--- src/rtl/pi_cmd_receiver_pkg.sv ---
// Shared types and constants for the Raspberry Pi command receiver.
// The pin word layout is defined here so the filter and the control logic agree on it.
package pi_cmd_receiver_pkg;

  localparam int DEFAULT_STABLE_CYCLES = 1200;   // 100 us at 12 MHz
  localparam int DEFAULT_ACK_CYCLES    = 12000;  // 1 ms at 12 MHz

  localparam logic [1:0] AMOUNT_SMALL   = 2'b00;
  localparam logic [1:0] AMOUNT_MED     = 2'b01;
  localparam logic [1:0] AMOUNT_LARGE   = 2'b10;
  localparam logic [1:0] AMOUNT_INVALID = 2'b11;

  typedef enum logic [0:0] {
    ST_IDLE = 1'b0,
    ST_ACK  = 1'b1
  } cmd_fsm_e;

  typedef struct packed {
    logic [2:0] state;
    logic [1:0] amount;
    logic       candy;
  } pi_word_t;

  localparam int PI_WORD_W = $bits(pi_word_t);

  function automatic logic amount_is_valid(input logic [1:0] amount);
    return amount != AMOUNT_INVALID;
  endfunction

endpackage

--- src/rtl/pi_cmd_receiver_sync_filter.sv ---
// Two-flop synchroniser followed by a stability filter: the output only takes a
// value after STABLE_CYCLES consecutive identical synchronised samples.
module sync_filter
  import pi_cmd_receiver_pkg::*;
#(
  parameter int WIDTH         = PI_WORD_W,
  parameter int STABLE_CYCLES = DEFAULT_STABLE_CYCLES
) (
  input  logic             clk,
  input  logic             rstn,
  input  logic [WIDTH-1:0] i_raw,
  output logic [WIDTH-1:0] o_filt
);

  localparam int CNT_W = (STABLE_CYCLES > 1) ? $clog2(STABLE_CYCLES) : 1;
  localparam logic [CNT_W-1:0] CNT_MAX = CNT_W'(STABLE_CYCLES - 1);

  logic [WIDTH-1:0] r_sync1;
  logic [WIDTH-1:0] r_sync2;
  logic [WIDTH-1:0] r_cand;
  logic [WIDTH-1:0] r_filt;
  logic [CNT_W-1:0] r_cnt;
  logic [CNT_W-1:0] w_cnt_inc;

  assign w_cnt_inc = r_cnt + 1'b1;

  always_ff @(posedge clk or negedge rstn) begin
    if (!rstn) begin
      r_sync1 <= '0;
      r_sync2 <= '0;
      r_cand  <= '0;
      r_filt  <= '0;
      r_cnt   <= '0;
    end else begin
      r_sync1 <= i_raw;
      r_sync2 <= r_sync1;
      if (r_sync2 != r_cand) begin
        r_cand <= r_sync2;
        r_cnt  <= '0;
        // With a single-sample filter the load edge is also the accept edge.
        if (CNT_MAX == '0) begin
          r_filt <= r_sync2;
        end
      end else if (r_cnt != CNT_MAX) begin
        r_cnt <= w_cnt_inc;
        if (w_cnt_inc == CNT_MAX) begin
          r_filt <= r_cand;
        end
      end
    end
  end

  assign o_filt = r_filt;

endmodule

--- src/rtl/pi_cmd_receiver.sv ---
// Receives test-state/amount/candy commands from the Raspberry Pi, acknowledges
// accepted words on sig_rcvd, and raises dispense requests to the dispense controller.
module pi_cmd_receiver
  import pi_cmd_receiver_pkg::*;
#(
  parameter int STABLE_CYCLES = DEFAULT_STABLE_CYCLES,
  parameter int ACK_CYCLES    = DEFAULT_ACK_CYCLES
) (
  input  logic       clk,
  input  logic       rstn,
  input  logic [2:0] pi_state_i,
  input  logic [1:0] pi_amount_i,
  input  logic       pi_candy_i,
  input  logic       disp_ack,
  output logic [2:0] state_o,
  output logic       state_new,
  output logic [1:0] amount_o,
  output logic       disp_req,
  output logic [1:0] disp_amount,
  output logic       sig_rcvd,
  output logic       amount_err,
  output logic       overrun
);

  localparam int ACK_W = (ACK_CYCLES > 1) ? $clog2(ACK_CYCLES) : 1;
  localparam logic [ACK_W-1:0] ACK_LAST = ACK_W'(ACK_CYCLES - 1);

  pi_word_t w_raw;
  pi_word_t w_filt;
  logic     w_word_changed;
  logic     w_candy_edge;

  cmd_fsm_e         r_fsm;
  logic [ACK_W-1:0] r_ack_cnt;
  logic [2:0]       r_state;
  logic [1:0]       r_amount;
  logic             r_state_new;
  logic             r_sig_rcvd;
  logic             r_candy_prev;
  logic             r_disp_req;
  logic [1:0]       r_disp_amount;
  logic             r_amount_err;
  logic             r_overrun;

  assign w_raw = '{state: pi_state_i, amount: pi_amount_i, candy: pi_candy_i};

  sync_filter #(
    .WIDTH         (PI_WORD_W),
    .STABLE_CYCLES (STABLE_CYCLES)
  ) u_sync_filter (
    .clk    (clk),
    .rstn   (rstn),
    .i_raw  (w_raw),
    .o_filt (w_filt)
  );

  assign w_word_changed = {w_filt.state, w_filt.amount} != {r_state, r_amount};
  assign w_candy_edge   = w_filt.candy & ~r_candy_prev;

  // Changes seen during ACK are not latched; IDLE re-compares on its first cycle.
  always_ff @(posedge clk or negedge rstn) begin
    if (!rstn) begin
      r_fsm       <= ST_IDLE;
      r_ack_cnt   <= '0;
      r_state     <= '0;
      r_amount    <= '0;
      r_state_new <= 1'b0;
      r_sig_rcvd  <= 1'b0;
    end else begin
      r_state_new <= 1'b0;
      case (r_fsm)
        ST_IDLE: begin
          if (w_word_changed) begin
            r_state     <= w_filt.state;
            r_amount    <= w_filt.amount;
            r_state_new <= 1'b1;
            r_sig_rcvd  <= 1'b1;
            r_ack_cnt   <= '0;
            r_fsm       <= ST_ACK;
          end
        end
        ST_ACK: begin
          if (r_ack_cnt == ACK_LAST) begin
            r_sig_rcvd <= 1'b0;
            r_fsm      <= ST_IDLE;
          end else begin
            r_ack_cnt <= r_ack_cnt + 1'b1;
          end
        end
        default: begin
          r_sig_rcvd <= 1'b0;
          r_fsm      <= ST_IDLE;
        end
      endcase
    end
  end

  // A pending request outranks an invalid amount: such an edge reports overrun only.
  always_ff @(posedge clk or negedge rstn) begin
    if (!rstn) begin
      r_candy_prev  <= 1'b0;
      r_disp_req    <= 1'b0;
      r_disp_amount <= '0;
      r_amount_err  <= 1'b0;
      r_overrun     <= 1'b0;
    end else begin
      r_candy_prev <= w_filt.candy;
      r_amount_err <= 1'b0;
      r_overrun    <= 1'b0;
      if (r_disp_req) begin
        if (w_candy_edge) begin
          r_overrun <= 1'b1;
        end
        if (disp_ack) begin
          r_disp_req <= 1'b0;
        end
      end else if (w_candy_edge) begin
        if (amount_is_valid(w_filt.amount)) begin
          r_disp_req    <= 1'b1;
          r_disp_amount <= w_filt.amount;
        end else begin
          r_amount_err <= 1'b1;
        end
      end
    end
  end

  assign state_o     = r_state;
  assign amount_o    = r_amount;
  assign state_new   = r_state_new;
  assign sig_rcvd    = r_sig_rcvd;
  assign disp_req    = r_disp_req;
  assign disp_amount = r_disp_amount;
  assign amount_err  = r_amount_err;
  assign overrun     = r_overrun;

endmodule
--- config.mk ---
export PLATFORM = sky130hd
export DESIGN_NAME = pi_cmd_receiver
export DESIGN_NICKNAME = d
export VERILOG_FILES = /design/src/rtl/pi_cmd_receiver_pkg.sv /design/src/rtl/pi_cmd_receiver_sync_filter.sv /design/src/rtl/pi_cmd_receiver.sv
export SDC_FILE = /design/constraint.sdc
export NUM_CORES = 1
export LEC_CHECK = 0
export ABC_AREA = 1
export CELL_PAD_IN_SITES_DETAIL_PLACEMENT = 1
export CELL_PAD_IN_SITES_GLOBAL_PLACEMENT = 2
export CORE_MARGIN = 10
export CORE_UTILIZATION = 36
export DETAILED_ROUTE_END_ITERATION = 6
export GPL_TIMING_DRIVEN = 0
export PLACE_DENSITY_LB_ADDON = 0.1
export SLEW_MARGIN = 5
export SYNTH_ARGS = -nofsm -noshare
export SYNTH_HDL_FRONTEND = slang
export SYNTH_SLANG_ARGS = --single-unit
--- constraint.sdc ---
create_clock -name clk -period 2.4 [get_ports clk]
set_clock_uncertainty 0.05 [all_clocks]
set_input_delay 0.48 -clock clk [delete_from_list [all_inputs] [get_ports clk]]
set_output_delay 0.48 -clock clk [all_outputs]
set_load 0.01 [all_outputs]
==> impl_metrics.toml, run 1 <==
[status]
status = "finished clean"

[cts]
cts_num_sinks = 63
ctsResizeCount = 0
cts_setup_buffers = 0
cts-root-buf = "clkbuf_8"
htree_levels = 3
clkSlewWorstSetupHoldPaths_ns = 0.08
cts_buffers = 9
cts_tree = "done"
hold_buffers = 0
clockBufferDepth = 2
clock_latency_ns = 0.35

[sta]
whs_ns = 0.158
tightest_slew_ns = 0.798
slew_headroom_pct = 46.8
period_minus_slack_ns = 1.93
maxSlewViolCount = 0
hold_viol = 0
fmax_mhz = 517
rsz0062_at_grt = "false"
fin_ws_ns = 0.467
fin_crit_sh_pct = 80.5
setup_viol = 0

[floorplanning]
coreArea_mm2 = 0.00818
dieWidth_um = 112
start_util_pct = 36.9
die_h_um = 112
dieArea_mm2 = 0.0124
num_rows = 33
ios = 21

[global_routing]
antenna_found_initial = 0
grt_pass1_vias = 2505
gr-total-overflow = 0
grt_max_degree = 64
track_usage_pct = 11.8
grt_pass1_wl_mm = 12.2

[final_layout]
layout_common_cells = "94 x nand2_1, 63 x dfrtp_1, 36 x nand3_1"
final_nets = 394
num-fill-cells = 992
multi_input_area_mm2 = 0.00124
mostFrequentLayoutCell = "nand2_1"
diodes = 0
drive_above_1_share_pct = 12.7
syn2layout_area_growth_pct = 19.0
seqCellArea_mm2 = 0.00158

[setup_path]
start_kind = "flop"
endpoint_kind = "flop"
cp_slowest_stage_delay_ns = 0.42
path_buf_inv = 2
worstPathArrival_ns = 2.12
r2r_end = "r_ack_cnt[13]"
critical_path_class = "reg2reg"
r2r_cells = 11
crit_fanout = 10
required_ns = 2.59
cp-startpoint = "r_ack_cnt[0]"
crit_chain = "ha_1 -> nand2_2 -> nor2_4 -> inv_2 -> nor2_4 -> nand4_4 -> nand2_4 -> nand2_4 -> buf_6 -> nand2_1 -> nand2_1"
critical-path-slowest-cell = "dfrtp_1"
r2r-start = "r_ack_cnt[0]"
crit_family = "simple AND/OR/NAND/NOR gates"
r2r_slack_ns = 0.47

[synth]
mappedNetlistArea_mm2 = 0.00302
ys_warn_count = 0
synth_fa_ha_area_share_pct = 1.66
synth-edff-count = 0
async_reset_ff_share_pct = 100
synth_top_flop_cell = "dfrtp_1"
ys_seq_elements = 63
synth_compound_area_share_pct = 4.52
synth_top_family_by_area = "simple AND/OR/NAND/NOR gates"
syn_area_per_cell_um2 = 8.62
synth-simple-area-share_pct = 29.8
syn_inst = 350
yosysSeqAreaShare_pct = 52.3
synthMuxAreaShare_pct = 0.373
synth-xor-area-share_pct = 4.65
synth_cell_type_count = 32
synth_nets = 363

[power]
power_density_mw_per_mm2 = 639
total_leakage_power_uw = 0.00169
ir_drop_v = 0.000301

[routing]
detail-route-antenna-nets = 0
drt-total-wl_mm = 6.83
vias = 2343
drc = 0
wl_per_cell_um = 13.9
routed_via_density = 4.77
dr.pass1.iters = 4
dr.first_iter.drc_count = 52

[run]
drv_cap = 0

[hold_path]
hp-class = "in2async"

[place]
routabilityCongestion = 0.744
place_ws_ns = 0.441
hpwlAfterDp_mm = 4.97
io_buffers = 20
[kinds of logic after synthesis]
group,Yosys count
compound gates,24
xor+xnor,16
fa+ha+maj,4
buf+inv,51
flops,63
mux,1
simple gates,191
[worst max-delay path by stage]
stage,endpoint,slack (ns),cells after the start
6_report,r_ack_cnt[13],0.47,11
5_1_grt,r_ack_cnt[10],0.25,11
4_1_cts,r_ack_cnt[9],0.42,11
3_5_place_dp,r_ack_cnt[11],0.44,11
3_3_place_gp,u_sync_filter.r_sync1[2],-1.43,1
2_1_floorplan,r_ack_cnt[9],0.74,11
[routing by layer]
metal / share of wire (%) / global-route usage [%]
met1: 46 / 14.1
met2: 49 / 19.4
met3: 3.7 / 4.29
met4: 0.94 / 3.60
met5: 0 / 0
[Yosys cell counts (2+ instances only)]
cell type,instances,area (um^2)
nand2_2,3,18.8
nand4_1,4,25.0
nor2_4,5,56.3
nand3_1,36,180
a21oi_1,8,40.0
xor2_1,12,105
nand2_4,3,33.8
nand2_1,94,353
o21ai_2,4,35.0
nor2_1,30,113
clkbuf_1,6,22.5
inv_2,6,22.5
dfrtp_1,63,1580
ha_1,4,50.1
buf_2,3,15.0
o21ai_0,4,20.0
xnor2_1,4,35.0
nor2_2,2,12.5
o21ai_1,7,35.0
inv_1,35,131
nor3_1,6,30.0
[power by group]
part,internal (uW),switching (uW)
registers,1080,11.1
logic,19.7,31.4
clock network,693,462
[registers in the layout (all words and copies together) (netlist names), 2 cells and up]
| signal | cells |
|---|---|
| r_ack_cnt | 14 |
| u_sync_filter.r_cnt | 11 |
| u_sync_filter.o_filt | 6 |
| u_sync_filter.r_cand | 6 |
| u_sync_filter.r_sync1 | 6 |
| u_sync_filter.r_sync2 | 6 |
| state_o | 3 |
| amount_o | 2 |
| disp_amount | 2 |
[final cells by class]
cell class                      count  area share, %
Sequential cell                    63           43.9
Buffer                             10           1.36
Inverter                           41           4.29
Tap cell                          105           3.66
Timing Repair Buffer               20           5.51
Clock inverter                      7           3.35
Clock buffer                        9           3.45
Multi-Input combinational cell    236           34.4
[stage by stage]
step                      instances  util (%)  cell area, um^2  total power (uW)  TNS [ns]
after floorplan                 350         -             3020              1120         0
after global placement          475      40.9             3350              1160    -89.53
after detailed placement        475      40.9             3340              1160         0
after CTS                       491      43.9             3590              2340         0
after global routing            491      43.9             3590              2400         0
final                           491      43.9             3590              2290         0
Note: power is estimated with default switching activity, not from simulation.
==> run 2: changes to the inputs <==
--- a/config.mk
+++ b/config.mk
@@ -9,7 +9,7 @@
 export CELL_PAD_IN_SITES_DETAIL_PLACEMENT = 1
 export CELL_PAD_IN_SITES_GLOBAL_PLACEMENT = 2
 export CORE_MARGIN = 10
-export CORE_UTILIZATION = 36
+export CORE_UTILIZATION = 32
 export DETAILED_ROUTE_END_ITERATION = 6
 export GPL_TIMING_DRIVEN = 0
 export PLACE_DENSITY_LB_ADDON = 0.1
==> constraint.sdc (replaced) <==
create_clock -name clk -period 1.7 [get_ports clk]
set_clock_uncertainty 0.05 [all_clocks]
set_input_delay 0.34 -clock clk [delete_from_list [all_inputs] [get_ports clk]]
set_output_delay 0.34 -clock clk [all_outputs]
set_load 0.01 [all_outputs]
==> run 2 against run 1 <==
  * The run now ends with setup timing left
  * Flip-flop and latch count did not move
  * Largest cell class unchanged
  * Combinational power rose by 51%
  * Critical endpoint is now u_sync_filter.o_filt[1]
  * Core utilization fell by 1.7 points
  * Cell count rose by 4.3%
  * Sequential power rose by 40%
  * Fmax rose by 10%
  * Largest power group is now sequential cells
  * Via count rose by 3.0%
==> impl_metrics.toml, run 2 (synthesis gave the netlist of run 1 again) <==
[routing]
vias = 2414
wl_per_cell_um = 14.2
drt-total-wl_mm = 7.25
dr.first_iter.drc_count = 99
routed_via_density = 4.71
dr.pass1.iters = 4
drc = 0
detail-route-antenna-nets = 0

[setup_path]
crit_family = "simple AND/OR/NAND/NOR gates"
critical_path_class = "reg2reg"
start_kind = "flop"
endpoint_kind = "flop"
crit_chain = "ha_4 -> xnor2_1 -> nor2_1 -> nand2_2 -> nor2_4 -> nand2_2 -> nor2_4 -> nand2_4 -> nand2_1 -> nand2_1"
crit_fanout = 7
worstPathArrival_ns = 1.93
critical-path-slowest-cell = "dfrtp_2"
cp_slowest_stage_delay_ns = 0.48
path_buf_inv = 0
required_ns = 1.88

[hold_path]
hp-class = "in2async"

[floorplanning]
start_util_pct = 32.8
dieWidth_um = 117
ios = 21
num_rows = 35
dieArea_mm2 = 0.0137
die_h_um = 117
coreArea_mm2 = 0.00920

[sta]
tightest_slew_ns = 0.806
maxSlewViolCount = 0
slew_headroom_pct = 46.3
fin_ws_ns = -0.0526
fmax_mhz = 571
period_minus_slack_ns = 1.75
setup_viol = 6
fin_crit_sh_pct = 103
hold_viol = 0
rsz0062_at_grt = "true"

[final_layout]
diodes = 0
largest_register_ff_count = 14
num-fill-cells = 1086
multi_input_area_mm2 = 0.00139
top_register = "r_ack_cnt"
final_nets = 409
finalNonFillerCells = 512
drive_above_1_share_pct = 22.7
seqCellArea_mm2 = 0.00158
design_area_mm2 = 0.00388
syn2layout_area_growth_pct = 28.7
top_regs = "r_ack_cnt x14, u_sync_filter.r_cnt x11"
mostFrequentLayoutCell = "nand2_1"
layout_common_cells = "85 x nand2_1, 60 x dfrtp_1, 33 x inv_1"

[cts]
hold_buffers = 0
cts_buffers = 9
cts_tree = "done"
clock_latency_ns = 0.34
clockBufferDepth = 2
cts-root-buf = "clkbuf_8"
htree_levels = 3
clkSlewWorstSetupHoldPaths_ns = 0.08
cts_num_sinks = 63

[global_routing]
grt_max_degree = 64
grt_pass1_wl_mm = 12.5
antenna_found_initial = 0
track_usage_pct = 11.5
gr-total-overflow = 0
grt_pass1_vias = 2606

[place]
routabilityCongestion = 0.749
place_inst = 481
placed_area_mm2 = 0.00335
io_buffers = 20
hpwlAfterDp_mm = 5.03
place_ws_ns = -0.262

[power]
power_density_mw_per_mm2 = 805
total_leakage_power_uw = 0.00180
ir_drop_v = 0.000405

[status]
status = "finished with violations"
failed_checks = "setup timing"

[run]
drv_cap = 0
-- run 2: cell types whose count changed in the layout (fill, tap and decap cells not counted), moves of 5 or more --
cell             before  now
buf_4                 1   16
nand2_1              94   85
nand2_2               3   11
nand3_1              36   30
clkdlybuf4s50_1      19   14
nand3_2               0    5
-- run 2: final timing paths --
kind	start	end	slack, ns	depth (start not counted)
max	u_sync_filter.r_cnt[0]	u_sync_filter.o_filt[1]	-0.05	10
min	rstn	amount_err	0.03	1
max reg2reg	u_sync_filter.r_cnt[0]	u_sync_filter.o_filt[1]	-0.05	10
min reg2reg	u_sync_filter.r_sync1[4]	u_sync_filter.r_sync2[4]	0.30	0
max in group asynchronous	rstn	u_sync_filter.r_cnt[1]	0.99	1
min in group clk	u_sync_filter.r_sync1[4]	u_sync_filter.r_sync2[4]	0.30	0
-- run 2: where the power goes --
part	internal, uW	total (uW)	leakage, uW	switching [uW]
Sequential	1520	1530	0.000834	13.9
Clock	873	1510	0.000109	640
Combinational	30.2	77.3	0.000856	47.1
Total	2420	3120	0.00180	701
-- run 2: worst register-to-register path: stages, from the launching register on --
cell and delay, ns:
dfrtp_2 0.48, ha_4 0.19, xnor2_1 0.13, nor2_1 0.13, nand2_2 0.09, nor2_4 0.09, nand2_2 0.07, nor2_4 0.18
nand2_4 0.11, nand2_1 0.07, nand2_1 0.05
-- run 2: stage by stage --
step	power [uW]	utilization [%]	setup TNS, ns	hold slack (ns)
global route	3250	42.2	-0.999	0.114
detailed placement	1640	36.4	-3.45	0.286
global placement	1640	36.5	-131.38	0.282
CTS	3180	39.9	-0.603	0.0799
finish	3120	42.2	-0.298	0.0339
floorplan	1580	-	0	-0.00559
-- run 2: what timing repair did --
action | 4_1_cts | 5_1_grt
pin swaps | 8 | 13
endpoints found under the setup margin | 25 | 28
buffers inserted | 7 | 7
gates cloned | 0 | 1
gates resized for setup | 14 | 33
endpoints found under the hold margin | 0 | 0
-- run 2: layer usage --
layer | wire length (um) | vias up | track usage, %
met2 | 3320 | 26 | 17.9
met3 | 219 | 8 | 2.14
met5 | 0 | - | 0
met1 | 3620 | 1187 | 15.5
li1 | - | 1193 | -
met4 | 89 | 0 | 4.45
-- run 2: layout make-up --
| type | instances | area share (%) |
|---|---|---|
| inverters | 41 | 3.97 |
| repair buffers | 35 | 8.48 |
| clock buffers | 10 | 3.55 |
| plain buffers | 10 | 1.48 |
| multi-input cells | 236 | 35.8 |
| well taps | 111 | 3.58 |
| flip-flops and latches | 63 | 40.7 |
| clock inverters | 6 | 2.39 |
